### config.mk
export PLATFORM = sky130hd
export DESIGN_NAME = cg_reg_bank_flat
export DESIGN_NICKNAME = d
export VERILOG_FILES = /design/src/rtl/cg_reg_bank_if.sv /design/src/rtl/cg_reg_bank.sv /design/src/flat_wrapper.sv
export SDC_FILE = /design/constraint.sdc
export NUM_CORES = 1
export LEC_CHECK = 0
export CORE_ASPECT_RATIO = 1.2
export CORE_MARGIN = 5
export CORE_UTILIZATION = 42
export DETAILED_ROUTE_END_ITERATION = 7
export PLACE_DENSITY_LB_ADDON = 0.1
export SLEW_MARGIN = 20
export SYNTH_ARGS = -nofsm -noshare
export SYNTH_HDL_FRONTEND = slang
export SYNTH_SLANG_ARGS = --single-unit
### constraint.sdc
create_clock -name clk -period 3.05 [get_ports clk]
set_clock_uncertainty 0.15 [all_clocks]
set_input_delay 0.4575 -clock clk [delete_from_list [all_inputs] [get_ports clk]]
set_output_delay 0.4575 -clock clk [all_outputs]
set_load 0.05 [all_outputs]
### src/rtl/cg_reg_bank_if.sv
// Bundle of the data, enable and statistics signals of cg_reg_bank.
//   master : drives d_in, en, test_en, cnt_clr, cnt_sel
//            and observes d_out, gate_open, gated_cnt, total_cnt
//   slave  : the reg bank itself (mirror of master)
// clk and rst_n stay as plain ports on the block, outside this bundle.
interface cg_reg_bank_if #(
  parameter int WIDTH    = 1,
  parameter int CHANNELS = 2,
  parameter int CNT_W    = 16
);
  localparam int SEL_W = (CHANNELS > 1) ? $clog2(CHANNELS) : 1;

  logic [CHANNELS*WIDTH-1:0] d_in;
  logic [CHANNELS-1:0]       en;
  logic                      test_en;
  logic                      cnt_clr;
  logic [SEL_W-1:0]          cnt_sel;
  logic [CHANNELS*WIDTH-1:0] d_out;
  logic [CHANNELS-1:0]       gate_open;
  logic [CNT_W-1:0]          gated_cnt;
  logic [CNT_W-1:0]          total_cnt;

  modport master (
    output d_in, en, test_en, cnt_clr, cnt_sel,
    input  d_out, gate_open, gated_cnt, total_cnt
  );

  modport slave (
    input  d_in, en, test_en, cnt_clr, cnt_sel,
    output d_out, gate_open, gated_cnt, total_cnt
  );
endinterface

### src/rtl/cg_reg_bank.sv
// Clock-gated register bank with gating statistics.
// Each channel has a latch-based clock gate (transparent while clk is low),
// a data register clocked by the gated clock, and a counter of the cycles in
// which its gate was closed. A free-running cycle counter runs alongside.
// Ports:
//   clk    : free-running clock
//   rst_n  : asynchronous active-low reset (synchronised upstream)
//   bus    : cg_reg_bank_if.slave
//            d_in/en/test_en/cnt_clr/cnt_sel in,
//            d_out/gate_open/gated_cnt/total_cnt out
module cg_reg_bank #(
  parameter int WIDTH    = 1,
  parameter int CHANNELS = 2,
  parameter int CNT_W    = 16
) (
  input  logic          clk,
  input  logic          rst_n,
  cg_reg_bank_if.slave  bus
);
  localparam int SEL_W = (CHANNELS > 1) ? $clog2(CHANNELS) : 1;
  localparam logic [CNT_W-1:0] CNT_MAX = '1;

  logic [CHANNELS-1:0] r_en_lat;
  logic [CHANNELS-1:0] w_gclk;
  logic [WIDTH-1:0]    r_data [CHANNELS];
  logic [CNT_W-1:0]    r_gcnt [CHANNELS];
  logic [CNT_W-1:0]    r_total;
  logic [CNT_W-1:0]    w_gated_cnt;

  // Enable latch is transparent only in the low phase, so any enable change
  // while clk is high is held off until after the falling edge; the AND gate
  // below therefore never sees a partial pulse.
  always_latch begin
    if (!rst_n)
      r_en_lat <= '0;
    else if (!clk)
      r_en_lat <= bus.en | {CHANNELS{bus.test_en}};
  end

  assign w_gclk        = {CHANNELS{clk}} & r_en_lat;
  assign bus.gate_open = r_en_lat;

  for (genvar g = 0; g < CHANNELS; g++) begin : g_chan
    always_ff @(posedge w_gclk[g] or negedge rst_n) begin
      if (!rst_n)
        r_data[g] <= '0;
      else
        r_data[g] <= bus.d_in[g*WIDTH +: WIDTH];
    end

    assign bus.d_out[g*WIDTH +: WIDTH] = r_data[g];

    // Counts on the ungated clock; the latch is closed during the high
    // phase, so the value seen at the rising edge is the one that gated it.
    always_ff @(posedge clk or negedge rst_n) begin
      if (!rst_n)
        r_gcnt[g] <= '0;
      else if (bus.cnt_clr)
        r_gcnt[g] <= '0;
      else if (!r_en_lat[g] && (r_gcnt[g] != CNT_MAX))
        r_gcnt[g] <= r_gcnt[g] + 1'b1;
    end
  end

  always_ff @(posedge clk or negedge rst_n) begin
    if (!rst_n)
      r_total <= '0;
    else if (bus.cnt_clr)
      r_total <= '0;
    else if (r_total != CNT_MAX)
      r_total <= r_total + 1'b1;
  end

  // Compare-based mux: selects beyond the last channel fall through to 0.
  always_comb begin
    w_gated_cnt = '0;
    for (int i = 0; i < CHANNELS; i++) begin
      if (bus.cnt_sel == SEL_W'(i))
        w_gated_cnt = r_gcnt[i];
    end
  end

  assign bus.gated_cnt = w_gated_cnt;
  assign bus.total_cnt = r_total;

endmodule

### src/flat_wrapper.sv
// flat-port wrapper written by rule: the top's interface ports become plain ports
module cg_reg_bank_flat 
#(
  parameter int WIDTH    = 1,
  parameter int CHANNELS = 2,
  parameter int CNT_W    = 16
)
  (clk, rst_n, bus_d_in, bus_en, bus_test_en, bus_cnt_clr, bus_cnt_sel, bus_d_out, bus_gate_open, bus_gated_cnt, bus_total_cnt);
  cg_reg_bank_if #(.WIDTH(WIDTH), .CHANNELS(CHANNELS), .CNT_W(CNT_W)) bus_i ();
  input  logic clk;
  input  logic rst_n;
  input wire logic [$bits(bus_i.d_in)-1:0] bus_d_in;
  input wire logic [$bits(bus_i.en)-1:0] bus_en;
  input wire logic [$bits(bus_i.test_en)-1:0] bus_test_en;
  input wire logic [$bits(bus_i.cnt_clr)-1:0] bus_cnt_clr;
  input wire logic [$bits(bus_i.cnt_sel)-1:0] bus_cnt_sel;
  output wire logic [$bits(bus_i.d_out)-1:0] bus_d_out;
  output wire logic [$bits(bus_i.gate_open)-1:0] bus_gate_open;
  output wire logic [$bits(bus_i.gated_cnt)-1:0] bus_gated_cnt;
  output wire logic [$bits(bus_i.total_cnt)-1:0] bus_total_cnt;
  assign bus_i.d_in = bus_d_in;
  assign bus_i.en = bus_en;
  assign bus_i.test_en = bus_test_en;
  assign bus_i.cnt_clr = bus_cnt_clr;
  assign bus_i.cnt_sel = bus_cnt_sel;
  assign bus_d_out = bus_i.d_out;
  assign bus_gate_open = bus_i.gate_open;
  assign bus_gated_cnt = bus_i.gated_cnt;
  assign bus_total_cnt = bus_i.total_cnt;
  cg_reg_bank #(.WIDTH(WIDTH), .CHANNELS(CHANNELS), .CNT_W(CNT_W)) u_core (.clk(clk), .rst_n(rst_n), .bus(bus_i));
endmodule
==> run_results.csv, run 1 <==
group,metric,value,unit
run_status,status,"complete, but fails checks",
run_status,violations,"setup timing",
cts,cts_tree,"built",
sta,relSlewSlack,0.383,
yosys,yosys_warnings,0,
yosys,netlist_area,3070,um^2
critical_path,crit_type,"latch2out",
detailed_routing,antenna_left,0,
sta,layout_setup_ws,-234,ps
sta,final-hold-violation-count,0,
critical_path,cpPeakStageDelay,350,ps
power,ir_drop,344,uV
power,finalPower,1.62,mW
critical_path,required,2440,ps
power,clkPwrFrac,0.476,
yosys,ys_ff_latch,52,
sta,tightest_slew,919,ps
sta,drv_slew,0,
critical_path,end_kind,"output pin",
floorplan,die_w,88.1,um
job,cap_violations,0,
yosys,postSynthAreaPerCell,9.48,um^2
min_path,hold_path_class,"in2gate",
cts,cts.clk_slew.worst_paths,30,ps
detailed_routing,dr.pass1.iters,4,
detailed_routing,via_per_inst,5.91,
cells_and_area,syn_to_final_growth,36.9,%
detailed_routing,drcViolationCount,0,
yosys,synthArstFlopShare,0.962,
sta,fin_setup_tns,-1730,ps
global_routing,grt_pass1_vias,2669,
sta,setup_viol,16,
power,p_leak,1.67,nW
critical_path,cp.arrival,2680,ps
power,netSwitchingFraction,0.259,
placed_design,dp_slack,-70.5,ps
critical_path,worstPathMaxFanout,2,
floorplan,initial_core_util,0.427,
detailed_routing,drt_iter0_markers,219,
floorplan,core_area,7190,um^2
detailed_routing,via_count,2873,
cells_and_area,num-nets-final,407,
placed_design,hpwl,5580,um
cells_and_area,fillers,627,
critical_path,crit_family,"latches",
power,p_per_area,385,nW/um^2
yosys,synthFlopType,"dfrtp_1",
floorplan,die_area,9130,um^2
cts,clkLatencyLatePin,560,ps
placed_design,place_congestion,0.807,
yosys,synth_edf_count,0,
global_routing,overflow,0,
placed_design,io_buffers,44,
yosys,synth_cell_types,49,
floorplan,rows,34,
global_routing,antenna_found_initial,0,
power,p_comb_frac,0.101,
global_routing,grt_max_degree,52,
critical_path,cp-start-kind,"latch",
detailed_routing,drt-total-wl,8460,um
critical_path,critPathSlowestCell,"dlxtp_1",
critical_path,crit_chain,"buf_6 > buf_12",
power,power_frac_seq,0.424,
critical_path,critical_path_buf_inv_count,2,
yosys,syn-num-nets,336,
yosys,synthCells,324,
sta,rsz0062_at_grt,"true",
cells_and_area,layout-drive-gt1-share,0.303,
power,switching_power,0.420,mW
detailed_routing,wl_per_cell,17.4,um
global_routing,grt_pass1_wl,13700,um
floorplan,ioPinCount,45,
floorplan,die_y,104,um
cells_and_area,antenna_cells,0,
global_routing,track_usage,0.194,
power,p_int,1.20,mW
## kinds of logic after synthesis
group | count (synthesis) | synth area share
DFF | 50 | 0.407
latches | 2 | 0.00978
and+or+nand+nor | 148 | 0.315
adders and majority gates | 3 | 0.0122
xor gates and xnor gates | 2 | 0.00571
buffers and inverters | 23 | 0.0293
muxes | 25 | 0.0901
AOI/OAI and AO/OA | 71 | 0.131
## power groups by stage
stage               Sequential (mW)  Clock (mW)  Combinational [mW]
floorplan                     0.716      0.0106              0.0667
global placement              0.699      0.0106               0.149
detailed placement            0.699      0.0106               0.151
CTS                           0.686       0.794               0.162
global route                  0.689       0.824               0.176
finish                        0.686       0.771               0.163
## cells in the final DEF, fill, tap and decap left out, types with 8 or more instances in the layout
cell type / Yosys / layout
a21oi_1: 27 / 21
buf_4: 0 / 29
clkbuf_8: 0 / 17
clkdlybuf4s50_1: 0 / 24
dfrtp_1: 50 / 50
mux2_2: 21 / 20
nand2_1: 16 / 16
nand3_1: 9 / 8
nand4_1: 16 / 16
nor2_1: 20 / 20
o21ai_0: 27 / 27
or3_1: 17 / 15
## layout make-up
cell class	count	area, um^2	share of cell area
Sequential cell	52	1280	0.305
Clock buffer	19	243	0.0577
Timing Repair Buffer	68	647	0.154
Inverter	7	26.3	0.00625
Clock inverter	1	5.00	0.00119
Tap cell	90	113	0.0268
Multi-Input combinational cell	249	1890	0.449
## worst paths after layout
kind	startpoint	endpoint	slack (ps)	cells past startpoint
max	u_core.bus.gate_open[1]$_DLATCH_P_	bus_gate_open[1]	-230	2
min	rst_n	clock gate	140	4
max reg2reg	u_core.bus.gate_open[1]$_DLATCH_P_	u_core.r_gcnt[13]$_DFFE_PN0P_	-210	5
min reg2reg	u_core.bus.total_cnt[1]$_DFFE_PN0P_	u_core.bus.total_cnt[1]$_DFFE_PN0P_	440	2
max in group gated	u_core.bus.gate_open[1]$_DLATCH_P_	clock gate	650	2
max in group asynchronous	rst_n	u_core.r_gcnt[18]$_DFFE_PN0P_	1250	4
min in group clk	bus_d_in[1]	u_core.bus.d_out[1]$_DFF_PN0_	210	1
min in group asynchronous	rst_n	u_core.r_gcnt[15]$_DFFE_PN0P_	1040	4
## metrics by stage
stage	cells	utilization	hold WS, ps	instance area [um^2]
finish	486	0.585	135	4200
global route	486	0.585	200	4200
CTS	482	0.563	169	4050
detailed placement	452	0.512	-701	3680
global placement	452	0.512	-707	3680
floorplan	324	-	-1220	3140
## Yosys cell counts, types with 2 or more instances
library cell	count	area, um^2
nand2_1	16	60.1
inv_1	7	26.3
o21ai_0	27	135
and4_1	5	43.8
a21oi_1	27	135
and3_1	2	12.5
nor2b_1	7	43.8
a31oi_1	2	12.5
buf_2	2	10.0
xor2_1	2	17.5
nand4_4	3	63.8
nand2b_1	5	31.3
dlxtp_1	2	30.0
nor4_4	2	42.5
or3_1	17	106
nand4b_1	3	26.3
and2_1	3	18.8
nor4_1	11	68.8
o21a_1	2	15.0
clkbuf_1	12	45.0
nor3_1	7	35.0
dfrtp_1	50	1250
mux2_2	21	236
o31ai_1	7	52.6
nand4_1	16	100
mux2i_1	4	40.0
nand3b_1	2	15.0
or4_1	10	75.1
nor2_1	20	75.1
nand3_1	9	45.0
ha_1	3	37.5
## metal layers
layer | GRT usage | share of wire
met5 | 0 | 0
met4 | 0.0799 | 0.015
met3 | 0.0627 | 0.056
met2 | 0.302 | 0.50
met1 | 0.245 | 0.43
## repair_timing
action                                  CTS  global route
pin swaps                                 5            10
setup buffers                             8             4
hold buffers                              2             0
hold endpoints to repair                  1             0
gates resized for setup                   9            24
endpoints found under the setup margin    6            22
## flip-flops by register name, indices dropped and copies added (netlist names)
name                  count
u_core.bus.gate_open      2
u_core.r_gcnt            32
u_core.bus.d_out          2
u_core.bus.total_cnt     16
## worst reg2reg max path: cells and delay by family, from the launching register on
family / cells / cell delay [ps]
AND/OR/NAND/NOR: 3 / 970
latches: 1 / 290
buffers and inverters: 1 / 120
AO/OA/AOI/OAI: 1 / 120
No activity file was read; power rests on OpenSTA's default activity.
==> inputs of run 2 (changes only) <==
--- a/config.mk
+++ b/config.mk
@@ -5,10 +5,11 @@
 export SDC_FILE = /design/constraint.sdc
 export NUM_CORES = 1
 export LEC_CHECK = 0
-export CORE_ASPECT_RATIO = 1.2
+export CORE_ASPECT_RATIO = 2
 export CORE_MARGIN = 5
 export CORE_UTILIZATION = 42
 export DETAILED_ROUTE_END_ITERATION = 7
+export HOLD_SLACK_MARGIN = 0.15
 export PLACE_DENSITY_LB_ADDON = 0.1
 export SLEW_MARGIN = 20
 export SYNTH_ARGS = -nofsm -noshare
==> run 2 against run 1 <==
Compared with the run above: the flow still finishes with violations (setup timing); combinational power rose by 13%; clock power rose by 73%; critical path type is now latch2reg; sequential power barely moved; worst hold slack improved by 48 ps; core utilization rose by 4.7 points; via count rose by 4.0%; cell count rose by 1.6%; largest power group unchanged; highest routed layer unchanged.
==> run_results.csv, run 2 (synthesis results as in run 1) <==
group,metric,value,unit
cts,cts.clk_slew.worst_paths,70,ps
cells_and_area,fin_util,0.631,
critical_path,crit_start,"u_core.bus.gate_open[1]$_DLATCH_P_",
critical_path,endpoint,"u_core.r_gcnt[13]$_DFFE_PN0P_",
sta,final-hold-violation-count,0,
detailed_routing,dr.pass1.iters,4,
power,p_leak,1.83,nW
cells_and_area,final_common_cell,"dfrtp_1",
detailed_routing,drt-total-wl,9510,um
power,p_per_area,484,nW/um^2
global_routing,track_usage,0.212,
detailed_routing,drcViolationCount,0,
cts,clkLatencyLatePin,610,ps
sta,rsz0062_at_grt,"true",
global_routing,antenna_found_initial,0,
sta,layout_setup_ws,-303,ps
floorplan,initial_core_util,0.426,
cells_and_area,top_register,"u_core.r_gcnt",
placed_design,place_area,3710,um^2
critical_path,worstRegToRegCells,5,
placed_design,place_congestion,0.801,
cts,cts_tree,"built",
cells_and_area,postLayoutCellArea,4550,um^2
run_status,status,"complete, but fails checks",
critical_path,critPathSlowestCell,"or4_4",
cells_and_area,antenna_cells,0,
global_routing,grt_max_degree,44,
critical_path,cp.depth,5,
global_routing,grt_pass1_vias,3003,
critical_path,critical_path_buf_inv_count,1,
cells_and_area,layout_common_cells,"dfrtp_1 (50), buf_4 (31), o21ai_0 (27)",
critical_path,cpPeakStageDelay,440,ps
floorplan,rows,44,
power,ir_drop,464,uV
power,switching_power,0.505,mW
sta,setup_viol,28,
floorplan,die_w,70.5,um
run_status,violations,"setup timing",
sta,holdWs,184,ps
sta,drv_slew,0,
detailed_routing,via_per_inst,6.05,
critical_path,regToRegStartpoint,"u_core.bus.gate_open[1]$_DLATCH_P_",
cells_and_area,largest_register_ffs,32,
power,p_int,1.70,mW
detailed_routing,antenna_left,0,
job,cap_violations,0,
power,clkPwrFrac,0.604,
critical_path,cp-start-kind,"latch",
detailed_routing,via_count,2988,
critical_path,crit_chain,"buf_4 > nand4b_1 > or4_4 > or3_4 > a21oi_2",
global_routing,overflow,0,
power,p_comb_frac,0.084,
detailed_routing,wl_per_cell,19.2,um
floorplan,die_y,131,um
critical_path,end_kind,"flip-flop",
cells_and_area,syn_to_final_growth,48.3,%
critical_path,cp.arrival,3650,ps
power,power_frac_seq,0.312,
min_path,hold_path_class,"in2reg",
sta,fin_setup_tns,-4510,ps
critical_path,crit_type,"latch2reg",
floorplan,core_area,7210,um^2
critical_path,rrSetupSlack,-300,ps
floorplan,die_area,9220,um^2
power,netSwitchingFraction,0.229,
global_routing,grt_pass1_wl,14800,um
critical_path,worstPathMaxFanout,3,
floorplan,ioPinCount,45,
cells_and_area,layout-drive-gt1-share,0.328,
sta,relSlewSlack,0.367,
critical_path,rr_endpoint,"u_core.r_gcnt[13]$_DFFE_PN0P_",
cells_and_area,num-nets-final,413,
sta,tightest_slew,949,ps
placed_design,hpwl,6190,um
critical_path,required,3350,ps
placed_design,io_buffers,44,
critical_path,crit_family,"simple AND/OR/NAND/NOR gates",
detailed_routing,drt_iter0_markers,182,
==> run 2: worst reg2reg max path: cells and delay by family (launching register included) <==
| family | cells | cell delay [ps] |
|---|---|---|
| buffers and inverters | 1 | 140 |
| AO/OA/AOI/OAI | 1 | 120 |
| latches | 1 | 280 |
| AND/OR/NAND/NOR | 3 | 970 |
==> run 2: power groups by stage <==
stage | logic, mW | registers (mW) | clock network (mW)
2_1_floorplan | 0.0667 | 0.716 | 0.0106
3_3_place_gp | 0.150 | 0.699 | 0.0106
3_5_place_dp | 0.152 | 0.699 | 0.0106
4_1_cts | 0.170 | 0.686 | 1.36
5_1_grt | 0.199 | 0.688 | 1.39
6_report | 0.185 | 0.688 | 1.33
==> run 2: cell type report <==
cell class	instances	area, um^2
well taps	92	115
fillers	595	2660
flip-flops and latches	52	1280
clock buffers	20	458
repair buffers	74	738
inverters	7	26.3
multi-input cells	249	1930
==> run 2: how the worst min path moves through the flow <==
stage	depth (start not counted)	start	end
final	1	bus_d_in[0]	u_core.bus.d_out[0]$_DFF_PN0_
after detailed placement	2	rst_n	clock gate
after global routing	1	bus_d_in[0]	u_core.bus.d_out[0]$_DFF_PN0_
after CTS	1	bus_d_in[0]	u_core.bus.d_out[0]$_DFF_PN0_
after global placement	2	rst_n	clock gate
after floorplan	0	rst_n	clock gate
==> run 2: routing by layer <==
| layer | part of all wire | vias up | wire length, um | global-route usage |
|---|---|---|---|---|
| met5 | 0 | - | 0 | 0 |
| met4 | 0.037 | 0 | 351 | 0.166 |
| met3 | 0.038 | 29 | 358 | 0.0498 |
| met2 | 0.57 | 95 | 5390 | 0.387 |
| met1 | 0.36 | 1480 | 3410 | 0.200 |
| li1 | - | 1384 | - | - |
==> run 2: through the flow <==
step                std cells  setup slack [ps]  total power, mW
CTS                       487              -329             2.22
global placement          458             -20.9            0.859
floorplan                 324              -271            0.794
global route              494              -348             2.28
detailed placement        458             -51.6            0.862
finish                    494              -303             2.20
==> run 2: repair_timing <==
item / CTS / global route
resized for setup: 13 / 35
hold endpoints to repair: 53 / 0
pin swaps: 6 / 13
gates cloned: 1 / 0
endpoints found under the setup margin: 12 / 27
buffers inserted: 5 / 9
hold buffers: 3 / 0
